===== src/rtl/dcpu16_pkg.sv =====
// dcpu16_pkg: shared definitions for the DCPU-16 memory arbiter.
//   WORD_W   - data/address word width
//   TMO_FILL - read data returned when a bus access times out
//   state_t  - arbiter state encoding
package dcpu16_pkg;

    localparam int unsigned WORD_W = 16;

    localparam logic [WORD_W-1:0] TMO_FILL = 16'hFFFF;

    typedef enum logic [1:0] {
        IDLE  = 2'd0,
        RUN_F = 2'd1,
        RUN_G = 2'd2,
        DONE  = 2'd3
    } state_t;

endpackage


===== src/rtl/dcpu16_arb.sv =====
// dcpu16_arb: serialises the F-bus (fetch/write) and G-bus (operand read)
// requests of the memory-bus stage onto one simplified-Wishbone master port.
// F is served before G, and both acks are returned together in a single
// cycle so the upstream stall term releases once per transaction pair.
//
// Ports:
//   clk, rst                      clock, synchronous active-high reset
//   f_adr/f_stb/f_wre/f_dto       F-bus request (read or write)
//   f_dti/f_ack                   F-bus read data / acknowledge
//   g_adr/g_stb                   G-bus request (read only)
//   g_dti/g_ack                   G-bus read data / acknowledge
//   m_adr/m_stb/m_wre/m_dto       memory master request
//   m_dti/m_ack                   memory read data / acknowledge
//   err                           sticky bus-timeout flag
//
// Build option:
//   DCPU16_ARB_TIMEOUT_EN - when defined, an access that waits 2^TMO_W-1
//   cycles without m_ack completes with read data 16'hFFFF and sets err.
//   When undefined the arbiter waits indefinitely and err is tied low.
module dcpu16_arb
    import dcpu16_pkg::*;
#(
    parameter int unsigned TMO_W = 8
) (
    input  logic              clk,
    input  logic              rst,
    input  logic [WORD_W-1:0] f_adr,
    input  logic              f_stb,
    input  logic              f_wre,
    input  logic [WORD_W-1:0] f_dto,
    output logic [WORD_W-1:0] f_dti,
    output logic              f_ack,
    input  logic [WORD_W-1:0] g_adr,
    input  logic              g_stb,
    output logic [WORD_W-1:0] g_dti,
    output logic              g_ack,
    output logic [WORD_W-1:0] m_adr,
    output logic              m_stb,
    output logic              m_wre,
    output logic [WORD_W-1:0] m_dto,
    input  logic [WORD_W-1:0] m_dti,
    input  logic              m_ack,
    output logic              err
);

    generate
        if (TMO_W < 1) begin : g_bad_tmo_w
            $error("dcpu16_arb: TMO_W must be at least 1");
        end
    endgenerate

    state_t            state;
    logic              pf;
    logic              pg;
    logic              xfer_done;
    logic [WORD_W-1:0] rd_data;

`ifdef DCPU16_ARB_TIMEOUT_EN
    logic [TMO_W-1:0] tmo_cnt;
    logic             running;
    logic             tmo;

    assign running   = (state == RUN_F) || (state == RUN_G);
    // A real ack always wins over a timeout landing in the same cycle.
    assign tmo       = running && !m_ack && (tmo_cnt == '1);
    assign xfer_done = m_ack || tmo;
    assign rd_data   = m_ack ? m_dti : TMO_FILL;

    // Every completion is a state change, so the counter only needs to
    // run while an access is outstanding and clear otherwise.
    always_ff @(posedge clk) begin
        if (rst) begin
            tmo_cnt <= '0;
            err     <= 1'b0;
        end else begin
            if (running && !xfer_done) begin
                tmo_cnt <= tmo_cnt + 1'b1;
            end else begin
                tmo_cnt <= '0;
            end
            if (tmo) begin
                err <= 1'b1;
            end
        end
    end
`else
    assign xfer_done = m_ack;
    assign rd_data   = m_dti;
    assign err       = 1'b0;
`endif

    always_ff @(posedge clk) begin
        if (rst) begin
            state <= IDLE;
            pf    <= 1'b0;
            pg    <= 1'b0;
            f_dti <= '0;
            f_ack <= 1'b0;
            g_dti <= '0;
            g_ack <= 1'b0;
            m_adr <= '0;
            m_stb <= 1'b0;
            m_wre <= 1'b0;
            m_dto <= '0;
        end else begin
            case (state)
                IDLE: begin
                    pf <= f_stb;
                    pg <= g_stb;
                    if (f_stb) begin
                        state <= RUN_F;
                        m_adr <= f_adr;
                        m_wre <= f_wre;
                        m_dto <= f_dto;
                        m_stb <= 1'b1;
                    end else if (g_stb) begin
                        state <= RUN_G;
                        m_adr <= g_adr;
                        m_wre <= 1'b0;
                        m_stb <= 1'b1;
                    end
                end

                RUN_F: begin
                    if (xfer_done) begin
                        // m_wre holds the F-bus write enable for this access.
                        if (!m_wre) begin
                            f_dti <= rd_data;
                        end
                        m_wre <= 1'b0;
                        if (pg) begin
                            state <= RUN_G;
                            m_adr <= g_adr;
                        end else begin
                            state <= DONE;
                            m_stb <= 1'b0;
                            f_ack <= pf;
                            g_ack <= pg;
                        end
                    end
                end

                RUN_G: begin
                    if (xfer_done) begin
                        g_dti <= rd_data;
                        state <= DONE;
                        m_stb <= 1'b0;
                        f_ack <= pf;
                        g_ack <= pg;
                    end
                end

                DONE: begin
                    // Acks are visible for exactly this cycle; strobes are
                    // not sampled here so the stale requests are not re-served.
                    f_ack <= 1'b0;
                    g_ack <= 1'b0;
                    state <= IDLE;
                end

                default: begin
                    state <= IDLE;
                end
            endcase
        end
    end

endmodule


===== config.mk =====
export PLATFORM = sky130hd
export DESIGN_NAME = dcpu16_arb
export DESIGN_NICKNAME = d
export VERILOG_FILES = /design/src/rtl/dcpu16_pkg.sv /design/src/rtl/dcpu16_arb.sv
export SDC_FILE = /design/constraint.sdc
export NUM_CORES = 1
export LEC_CHECK = 0
export ABC_AREA = 1
export CAP_MARGIN = 0
export CORE_MARGIN = 2
export CORE_UTILIZATION = 44
export CTS_BUF_LIST = sky130_fd_sc_hd__clkbuf_4 sky130_fd_sc_hd__clkbuf_8 sky130_fd_sc_hd__clkbuf_16
export DETAILED_ROUTE_END_ITERATION = 10
export GPL_ROUTABILITY_DRIVEN = 0
export PLACE_DENSITY = 0.89
export SLEW_MARGIN = 20
export SYNTH_ARGS = -nofsm -noshare
export SYNTH_HDL_FRONTEND = slang
export SYNTH_SLANG_ARGS = --single-unit

===== constraint.sdc =====
create_clock -name clk -period 3.9 [get_ports clk]
set_input_delay 0.78 -clock clk [delete_from_list [all_inputs] [get_ports clk]]
set_output_delay 0.78 -clock clk [all_outputs]
set_load 0.02 [all_outputs]

==> flow_metrics.env, run 1 <==
export IMPL_status="finished, final reports clean"
export IMPL_ys_ff_latch=72
export IMPL_dieArea_um2=7500
export IMPL_power_density_nw_per_um2=675
export IMPL_worst_pin_slew_ps=633
export IMPL_synthMostInstantiatedCell="nor2_1"
export IMPL_setup_tns_ps=0
export IMPL_finalHoldViolations=0
export IMPL_slew_viol_final=0
export IMPL_crit_type="primary input to register"
export IMPL_slowest_delay_ps=520
export IMPL_peakVddDrop_v=0.000356
export IMPL_cp_common_cell="nor2_1"
export IMPL_fin_skew_ps=10.4
export IMPL_critPathCaptureType="register"
export IMPL_cts_buffers=9
export IMPL_die_h_um=86.6
export IMPL_synth_cells=436
export IMPL_insertion_delay_ps=330
export IMPL_ioPinCount=139
export IMPL_power_mw=3.07
export IMPL_fp_dieW_um=86.6
export IMPL_grt_max_degree=54
export IMPL_power_leakage_nw=1.96
export IMPL_avgRoutedWirePerCell_um=12.6
export IMPL_rows=30
export IMPL_yosysTopAreaCell="dfxtp_1"
export IMPL_start_util_pct=45.0
export IMPL_maxCapViolCount=0
export IMPL_async_reset_ff_share_pct=0
export IMPL_hold_buffers=0
export IMPL_fin_nets=641
export IMPL_post_synth_top_area_fraction_pct=48.0
export IMPL_cts_resized_gates=0
export IMPL_cp_arrival_ps=2540
export IMPL_vias=3128
export IMPL_cts_tree="done"
export IMPL_post_route_period_util_pct=59.5
export IMPL_reg2reg_slack_ps=1790
export IMPL_grt_overflow_total=0
export IMPL_clkSlewWorstSetupHoldPaths_ps=70
export IMPL_required_ps=4120
export IMPL_min_delay_path_class="register to register"
export IMPL_multi_input_area_um2=1330
export IMPL_crit_slowest_cell="clkinv_1"
export IMPL_dp_final_hpwl_um=6040
export IMPL_synth_area_top_cells="dfxtp_1 48%, nor2_1 17%, nand2_1 12%, o21ai_0 8.3%, inv_1 3.4%"
export IMPL_drc=0
export IMPL_grt_pass1_wl_um=13000
export IMPL_finalSetupViolCount=0
export IMPL_core_area_um2=6680
export IMPL_dr_pass1_iters=4
export IMPL_nFillCells=578
export IMPL_worstPathMaxFanout=17
export IMPL_slew_headroom_pct=57.7
export IMPL_grt_total_usage_pct=22.0
export IMPL_ys_top_cells_by_count="138 x nor2_1, 100 x nand2_1, 72 x dfxtp_1"
export IMPL_ys_types=20
export IMPL_clkSinkCount=72
export IMPL_area_growth_pct=51.4
export IMPL_cts_setup_buffers=0
export IMPL_drt_iter0_drc=140
export IMPL_drive_gt1_share_pct=4.04
export IMPL_synth_edff_count=0
export IMPL_cp_top_family="buffers and inverters"
export IMPL_crit_buf_inv=2
export IMPL_syn_area_um2=3000
export IMPL_cts_path_max_buffers=2
export IMPL_utilization_pct=68.1
export IMPL_portBuffers=137
export IMPL_start_kind="primary input"
export IMPL_synth_flop_cell="dfxtp_1"
export IMPL_postRouteAntennaNets=0
export IMPL_viasPerCell=4.81
export IMPL_htreeDepth=3
export IMPL_totalWireLength_um=8160
export IMPL_finalCriticalPeriod_ps=2320
export IMPL_fmax_mhz=431
export IMPL_num_antenna_cells=0
export IMPL_grt_pass1_vias=2869
export IMPL_seq_area_um2=1440
export IMPL_grt_setup_unrepaired="false"
export IMPL_synth_nets=511
export IMPL_clock_root_buffer="clkbuf_8"
export IMPL_synth_yosys_seq_area_share_pct=48.0
export IMPL_crit_chain="clkdlybuf4s50_1 > nand2_1 > clkinv_1 > nor2_1 > nor2_1"
export IMPL_antenna_found_initial=0
export IMPL_ys_warn_count=0
export IMPL_synth_avg_cell_area_um2=6.89
cell usage in the layout, fill, tap and decap left out:
master,n
nor2_1,138
clkdlybuf4s50_1,137
nand2_1,100
dfxtp_1,72
o21ai_0,50
inv_1,26
clkbuf_8,11
nand3_1,6
a21oi_1,6
ha_1,5
clkinv_1,3
nand2_2,3
inv_2,2
nand4_1,2
nor2_4,2
clkinvlp_4,2
clkbuf_4,2
and2_0,1
conb_1,1
buf_4,1
cells by family after synthesis:
family	count (synthesis)	share of synthesized area, %
AND/OR/NAND/NOR	252	32.7
AO/OA/AOI/OAI	56	9.33
other	1	0.125
adder cells (fa/ha/maj)	5	2.08
flip-flops	72	48.0
buffers and inverters	50	7.75
power breakdown:
group / leakage (nW) / switching, mW / internal [mW]
sequential: 0.592 / 0.114 / 0.953
clock: 0.0886 / 0.259 / 0.277
combinational: 1.28 / 0.841 / 0.625
total: 1.96 / 1.21 / 1.85
metal layers:
metal / GRT usage [%] / wire, µm
met5: 0 / 0
met4: 9.94 / 215
met3: 5.62 / 468
met2: 38.7 / 4260
met1: 24.8 / 3220
per-stage QoR:
step	setup WS, ps	hold WS (ps)	cells	instance area, µm²
floorplan	2370	462	436	3000
global placement	1200	448	635	4370
detailed placement	1220	456	635	4370
CTS	1580	465	650	4550
global route	1340	485	650	4550
finish	1580	465	650	4550
state kept, by name (all words and copies together) (netlist names):
| name | flops |
|---|---|
| f_dti | 16 |
| g_dti | 16 |
| m_adr | 16 |
| m_dto | 16 |
| state | 2 |
| f_ack | 1 |
| g_ack | 1 |
| m_stb | 1 |
| m_wre | 1 |
| pf | 1 |
| pg | 1 |
area by class of cell:
cell class	instances	share of cell area, %
multi-input cells	314	29.2
repair buffers	138	30.3
flip-flops and latches	72	31.7
clock inverters	2	0.330
well taps	80	2.20
clock buffers	13	3.66
inverters	31	2.56
final timing paths:
check,from,cells past startpoint,end
max,f_stb,5,m_dto[10]$_SDFFE_PP0P_
max reg2reg,state[0]$_SDFFE_PP0P_,6,g_dti[10]$_SDFFE_PP0P_
min,g_ack$_SDFFE_PP0P_,2,g_ack$_SDFFE_PP0P_
min reg2reg,g_ack$_SDFFE_PP0P_,2,g_ack$_SDFFE_PP0P_
worst min-delay path, delay by kind of cell, from the launching register on:
kind,cells,cell delay [ps]
flops,1,310
simple gates,1,60
compound gates,1,50
No activity file was read; power rests on OpenSTA's default activity.
==> run 2: changes to the inputs <==
--- a/config.mk
+++ b/config.mk
@@ -8,11 +8,11 @@
 export ABC_AREA = 1
 export CAP_MARGIN = 0
 export CORE_MARGIN = 2
-export CORE_UTILIZATION = 44
+export CORE_UTILIZATION = 41
 export CTS_BUF_LIST = sky130_fd_sc_hd__clkbuf_4 sky130_fd_sc_hd__clkbuf_8 sky130_fd_sc_hd__clkbuf_16
 export DETAILED_ROUTE_END_ITERATION = 10
 export GPL_ROUTABILITY_DRIVEN = 0
-export PLACE_DENSITY = 0.89
+export PLACE_DENSITY = 0.84
 export SLEW_MARGIN = 20
 export SYNTH_ARGS = -nofsm -noshare
 export SYNTH_HDL_FRONTEND = slang
==> constraint.sdc (replaced) <==
create_clock -name clk -period 2.2 [get_ports clk]
set_input_delay 0.44 -clock clk [delete_from_list [all_inputs] [get_ports clk]]
set_output_delay 0.44 -clock clk [all_outputs]
set_load 0.02 [all_outputs]
==> run 2 against run 1 <==
  * Clock skew barely moved
  * Non-clock buffer count is 6 higher
  * Sequential power up 77%
  * Cell area rose by 3.2%
  * First-iteration DRC count decreased by 7.9%
  * Wire length grew 0.31%
  * Final cell count grew 3.8%
  * Clock-buffer cell count decreased by 4
  * Critical path type is now register to output pin
==> flow_metrics.env, run 2 (synthesized netlist as in run 1, its figures left out) <==
export IMPL_fin_nets=647
export IMPL_reg2regPathDepth=7
export IMPL_reg2reg_slack_ps=520
export IMPL_drc=0
export IMPL_dieArea_um2=8030
export IMPL_fin_skew_ps=10.2
export IMPL_core_area_um2=7180
export IMPL_hold_buffers=0
export IMPL_met3_usage_pct=4.30
export IMPL_r2r_end="f_dti[4]$_SDFFE_PP0P_"
export IMPL_worstPathMaxFanout=2
export IMPL_cts_path_max_buffers=2
export IMPL_endpoint="g_dti[15]"
export IMPL_finalHoldViolations=0
export IMPL_holdWs_ps=465
export IMPL_cts_setup_buffers=0
export IMPL_start_util_pct=41.9
export IMPL_path_depth=1
export IMPL_use_met2_pct=37.2
export IMPL_drive_gt1_share_pct=5.03
export IMPL_min_delay_path_class="register to register"
export IMPL_maxCapViolCount=0
export IMPL_die_h_um=89.6
export IMPL_grt_total_usage_pct=20.9
export IMPL_insertion_delay_ps=330
export IMPL_grt_overflow_total=0
export IMPL_status="finished, final reports clean"
export IMPL_cp_top_family="buffers and inverters"
export IMPL_clock_root_buffer="clkbuf_8"
export IMPL_fp_dieW_um=89.6
export IMPL_area_growth_pct=56.2
export IMPL_grt_setup_unrepaired="false"
export IMPL_finalSetupViolCount=0
export IMPL_final_common_cell="nor2_1"
export IMPL_setup_tns_ps=0
export IMPL_reg2reg_from="state[1]$_SDFFE_PP0P_"
export IMPL_crit_slowest_cell="clkdlybuf4s50_1"
export IMPL_met1_usage_pct=24.4
export IMPL_dp_final_hpwl_um=6110
export IMPL_nFillCells=622
export IMPL_post_route_period_util_pct=79.4
export IMPL_viasPerCell=4.63
export IMPL_required_ps=1760
export IMPL_setup_slack_ps=454
export IMPL_clkSlewWorstSetupHoldPaths_ps=70
export IMPL_vias=3124
export IMPL_top_usage_layer="met2"
export IMPL_cts_tree="done"
export IMPL_portBuffers=137
export IMPL_slew_viol_final=0
export IMPL_grt_pass1_wl_um=13100
export IMPL_avgRoutedWirePerCell_um=12.1
export IMPL_grt_pass1_vias=2929
export IMPL_drt_iter0_drc=129
export IMPL_power_leakage_nw=2.03
export IMPL_crit_chain="clkdlybuf4s50_1"
export IMPL_crit_buf_inv=1
export IMPL_critPathCaptureType="output pin"
export IMPL_rows=31
export IMPL_clkSinkCount=72
export IMPL_antenna_found_initial=0
export IMPL_power_density_nw_per_um2=1240
export IMPL_cts_buffers=9
export IMPL_htreeDepth=3
export IMPL_start_kind="register"
export IMPL_cts_resized_gates=0
export IMPL_ioPinCount=139
export IMPL_slowest_delay_ps=630
export IMPL_startpoint="g_dti[15]$_SDFFE_PP0P_"
export IMPL_totalWireLength_um=8190
export IMPL_crit_type="register to output pin"
export IMPL_cp_arrival_ps=1310
export IMPL_fmax_mhz=573
export IMPL_finalCriticalPeriod_ps=1750
export IMPL_postRouteAntennaNets=0
export IMPL_peakVddDrop_v=0.000831
export IMPL_num_antenna_cells=0
export IMPL_final_cell_mix="138 x nor2_1, 137 x clkdlybuf4s50_1, 100 x nand2_1"
export IMPL_dr_pass1_iters=4
export IMPL_pre_cts_ws_ps=293
export IMPL_grt_max_degree=54
## run 2: cell types whose count changed in the layout (fill, tap and decap cells not counted)
cell / change
buf_12: +2
buf_4: +4
bufinv_16: +3
clkbuf_4: -2
clkbuf_8: -2
clkinv_2: +2
clkinv_4: +1
clkinvlp_4: -2
## run 2: worst min path at each step
stage,from,to,depth (start not counted)
floorplan,pg$_SDFFE_PP0N_,g_ack$_SDFFE_PP0P_,2
global placement,g_ack$_SDFFE_PP0P_,g_ack$_SDFFE_PP0P_,2
detailed placement,g_ack$_SDFFE_PP0P_,g_ack$_SDFFE_PP0P_,2
CTS,g_ack$_SDFFE_PP0P_,g_ack$_SDFFE_PP0P_,2
global route,g_ack$_SDFFE_PP0P_,g_ack$_SDFFE_PP0P_,2
finish,g_ack$_SDFFE_PP0P_,g_ack$_SDFFE_PP0P_,2
## run 2: layout make-up
type                    count  area, µm²  area share [%]
inverters                  31        116            2.48
multi-input cells         314       1330            28.3
flip-flops and latches     72       1440            30.7
clock inverters             6        109            2.32
repair buffers            144       1450            30.9
clock buffers               9        124            2.64
well taps                  99        124            2.64
## run 2: report_power, final
group | total (mW) | leakage, nW | switching (mW) | internal (mW)
logic | 2.70 | 1.32 | 1.52 | 1.18
clock network | 1.22 | 0.119 | 0.480 | 0.745
registers | 1.89 | 0.592 | 0.199 | 1.69
total | 5.82 | 2.03 | 2.20 | 3.62
## run 2: per-stage QoR
step | utilization (%) | cell area [µm²] | total power [mW] | cells
after floorplan | - | 3000 | 3.54 | 436
after global placement | 62.2 | 4460 | 4.52 | 660
after detailed placement | 62.2 | 4460 | 4.61 | 660
after CTS | 65.4 | 4690 | 5.85 | 675
after global routing | 65.4 | 4690 | 6.26 | 675
final | 65.4 | 4690 | 5.82 | 675
## run 2: metal layers
layer	share of wire [%]	wire length, µm	vias to the layer above
met1	41	3350	1393
met3	5.1	417	18
met4	2.9	235	0
li1	-	-	1608
met5	0	0	-
met2	51	4190	105
==> run 3: changes to the inputs <==
--- a/config.mk
+++ b/config.mk
@@ -8,11 +8,11 @@
 export ABC_AREA = 1
 export CAP_MARGIN = 0
 export CORE_MARGIN = 2
-export CORE_UTILIZATION = 41
+export CORE_UTILIZATION = 37
 export CTS_BUF_LIST = sky130_fd_sc_hd__clkbuf_4 sky130_fd_sc_hd__clkbuf_8 sky130_fd_sc_hd__clkbuf_16
 export DETAILED_ROUTE_END_ITERATION = 10
 export GPL_ROUTABILITY_DRIVEN = 0
-export PLACE_DENSITY = 0.84
+export PLACE_DENSITY = 0.8
 export SLEW_MARGIN = 20
 export SYNTH_ARGS = -nofsm -noshare
 export SYNTH_HDL_FRONTEND = slang
==> constraint.sdc (replaced) <==
create_clock -name clk -period 1.4 [get_ports clk]
set_input_delay 0.28 -clock clk [delete_from_list [all_inputs] [get_ports clk]]
set_output_delay 0.28 -clock clk [all_outputs]
set_load 0.02 [all_outputs]
==> run 3 against run 2 <==
  * Final cell count increased by 4.0%
  * Clock power rose by 66%
  * Core utilization decreased by 2.6 points
  * Sequential power rose by 57%
  * Cell area grew 4.5%
  * Clock skew down 5.6 ps
  * Combinational power rose by 64%
  * First-iteration DRC count decreased by 22%
  * Wire length up 4.0%
  * Via count rose by 2.0%
  * Largest cell class unchanged
  * Highest routed layer unchanged
==> flow_metrics.env, run 3 (synthesized netlist as in run 1, its figures left out) <==
export IMPL_seq_area_um2=1450
export IMPL_slowest_delay_ps=350
export IMPL_worstPathMaxFanout=17
export IMPL_postRouteAntennaNets=0
export IMPL_clock_root_buffer="clkbuf_8"
export IMPL_worst_hold_path_endpoint="f_ack$_SDFFE_PP0P_"
export IMPL_min_delay_path_class="register to register"
export IMPL_drt_iter0_drc=101
export IMPL_min_path_cells=2
export IMPL_grt_pass1_wl_um=13700
export IMPL_htreeDepth=3
export IMPL_drive_gt1_share_pct=11.5
export IMPL_ioPinCount=139
export IMPL_grt_total_usage_pct=19.6
export IMPL_reg2reg_slack_ps=5
export IMPL_core_area_um2=7810
export IMPL_finalCriticalPeriod_ps=1400
export IMPL_grt_pass1_vias=3106
export IMPL_cp_arrival_ps=1670
export IMPL_r2r_end="m_adr[8]$_SDFFE_PP0P_"
export IMPL_grt_overflow_total=0
export IMPL_grt_setup_unrepaired="true"
export IMPL_clkSlewWorstSetupHoldPaths_ps=80
export IMPL_min_from="f_ack$_SDFFE_PP0P_"
export IMPL_totalWireLength_um=8520
export IMPL_crit_slowest_cell="dfxtp_2"
export IMPL_cts_buffers=9
export IMPL_die_h_um=94.1
export IMPL_num_antenna_cells=0
export IMPL_start_util_pct=38.5
export IMPL_crit_chain="inv_4 > ha_4 > buf_4 > nor2_4 > buf_12 > nand2_1 > nand2_1 > inv_1 > nand2_1 > nand2_1 > nor2_1"
export IMPL_start_kind="register"
export IMPL_clkSinkCount=72
export IMPL_crit_buf_inv=4
export IMPL_nFillCells=703
export IMPL_crit_type="register to register"
export IMPL_setup_tns_ps=0
export IMPL_cp_common_cell="nand2_1"
export IMPL_path_depth=11
export IMPL_dieArea_um2=8860
export IMPL_drc=0
export IMPL_final_cell_mix="137 x nor2_1, 97 x nand2_1, 70 x dfxtp_1"
export IMPL_multi_input_area_um2=1390
export IMPL_cts_tree="done"
export IMPL_dp_final_hpwl_um=6180
export IMPL_maxCapViolCount=0
export IMPL_grt_max_degree=54
export IMPL_cp_top_family="simple AND/OR/NAND/NOR gates"
export IMPL_antenna_found_initial=0
export IMPL_power_mw=9.43
export IMPL_reg2regPathDepth=11
export IMPL_power_leakage_nw=2.43
export IMPL_status="finished, final reports clean"
export IMPL_avgRoutedWirePerCell_um=12.1
export IMPL_final_common_cell="nor2_1"
export IMPL_viasPerCell=4.54
export IMPL_fin_skew_ps=4.64
export IMPL_fin_nets=670
export IMPL_dr_pass1_iters=4
export IMPL_rows=32
export IMPL_critPathCaptureType="register"
export IMPL_reg2reg_from="state[1]$_SDFFE_PP0P_"
export IMPL_cts_path_max_buffers=2
export IMPL_insertion_delay_ps=340
export IMPL_post_route_period_util_pct=99.7
export IMPL_peakVddDrop_v=0.000950
export IMPL_finalHoldViolations=0
export IMPL_power_density_nw_per_um2=1920
export IMPL_vias=3187
export IMPL_slew_viol_final=0
export IMPL_area_growth_pct=63.2
export IMPL_fp_dieW_um=94.1
export IMPL_portBuffers=137
export IMPL_required_ps=1680
export IMPL_fmax_mhz=717
export IMPL_holdWs_ps=462
export IMPL_finalSetupViolCount=0
==> run 3: cell types whose count changed in the layout (fill, tap and decap cells not counted), sizes merged <==
cell           change
clkdlybuf4s50     -68
dlygate4sd2       +68
clkinv             -4
clkbuf             +1
buf               +23
clkinvlp           +1
inv                +3
==> run 3: how the worst max path moves through the flow <==
stage / startpoint / end / slack (ps)
after CTS: state[1]$_SDFFE_PP0P_ / m_adr[2]$_SDFFE_PP0P_ / 10
after detailed placement: f_stb / m_adr[13]$_SDFFE_PP0P_ / -240
after global placement: f_stb / m_adr[13]$_SDFFE_PP0P_ / -200
final: state[1]$_SDFFE_PP0P_ / m_adr[8]$_SDFFE_PP0P_ / 5
after global routing: state[1]$_SDFFE_PP0P_ / m_adr[9]$_SDFFE_PP0P_ / -100
after floorplan: state[0]$_SDFFE_PP0P_ / m_adr[2]$_SDFFE_PP0P_ / 6
==> run 3: repair_timing <==
item,CTS,global route
setup buffers,3,4
hold buffers,0,0
gates resized for setup,82,17
pin swaps,2,7
endpoints found under the setup margin,99,32
cloned,2,0
==> run 3: through the flow <==
stage	instances	worst slack, ps	util [%]	instance area, µm²
after floorplan	436	6.44	-	3010
after global placement	680	-200	59.2	4620
after detailed placement	680	-238	59.2	4620
after CTS	701	12.7	62.8	4900
after global routing	702	-101	62.8	4900
final	702	4.52	62.8	4900
==> run 3: power breakdown <==
part           internal (mW)  total, mW  switching, mW
sequential              2.66       2.97          0.310
clock                   1.22       2.02          0.803
combinational           1.88       4.43           2.55
total                   5.76       9.43           3.67
==> run 3: area by class of cell <==
| type | instances | area share (%) |
|---|---|---|
| multi-input cells | 314 | 28.4 |
| repair buffers | 167 | 31.9 |
| well taps | 102 | 2.60 |
| flip-flops and latches | 72 | 29.5 |
| clock inverters | 6 | 2.35 |
| clock buffers | 10 | 2.68 |
| inverters | 31 | 2.60 |
==> run 3: worst min-delay path, cell delays in order, from the launching register on <==
cell and delay, ps:
dfxtp_1 310, nand2_1 60, a21oi_1 50
==> run 3: metal layers <==
layer	track usage, %	part of all wire, %	vias to the layer above
met5	0	0	-
met4	10.1	3.5	0
met3	3.61	4.6	22
met2	35.5	50	95
met1	21.6	41	1412
li1	-	-	1658
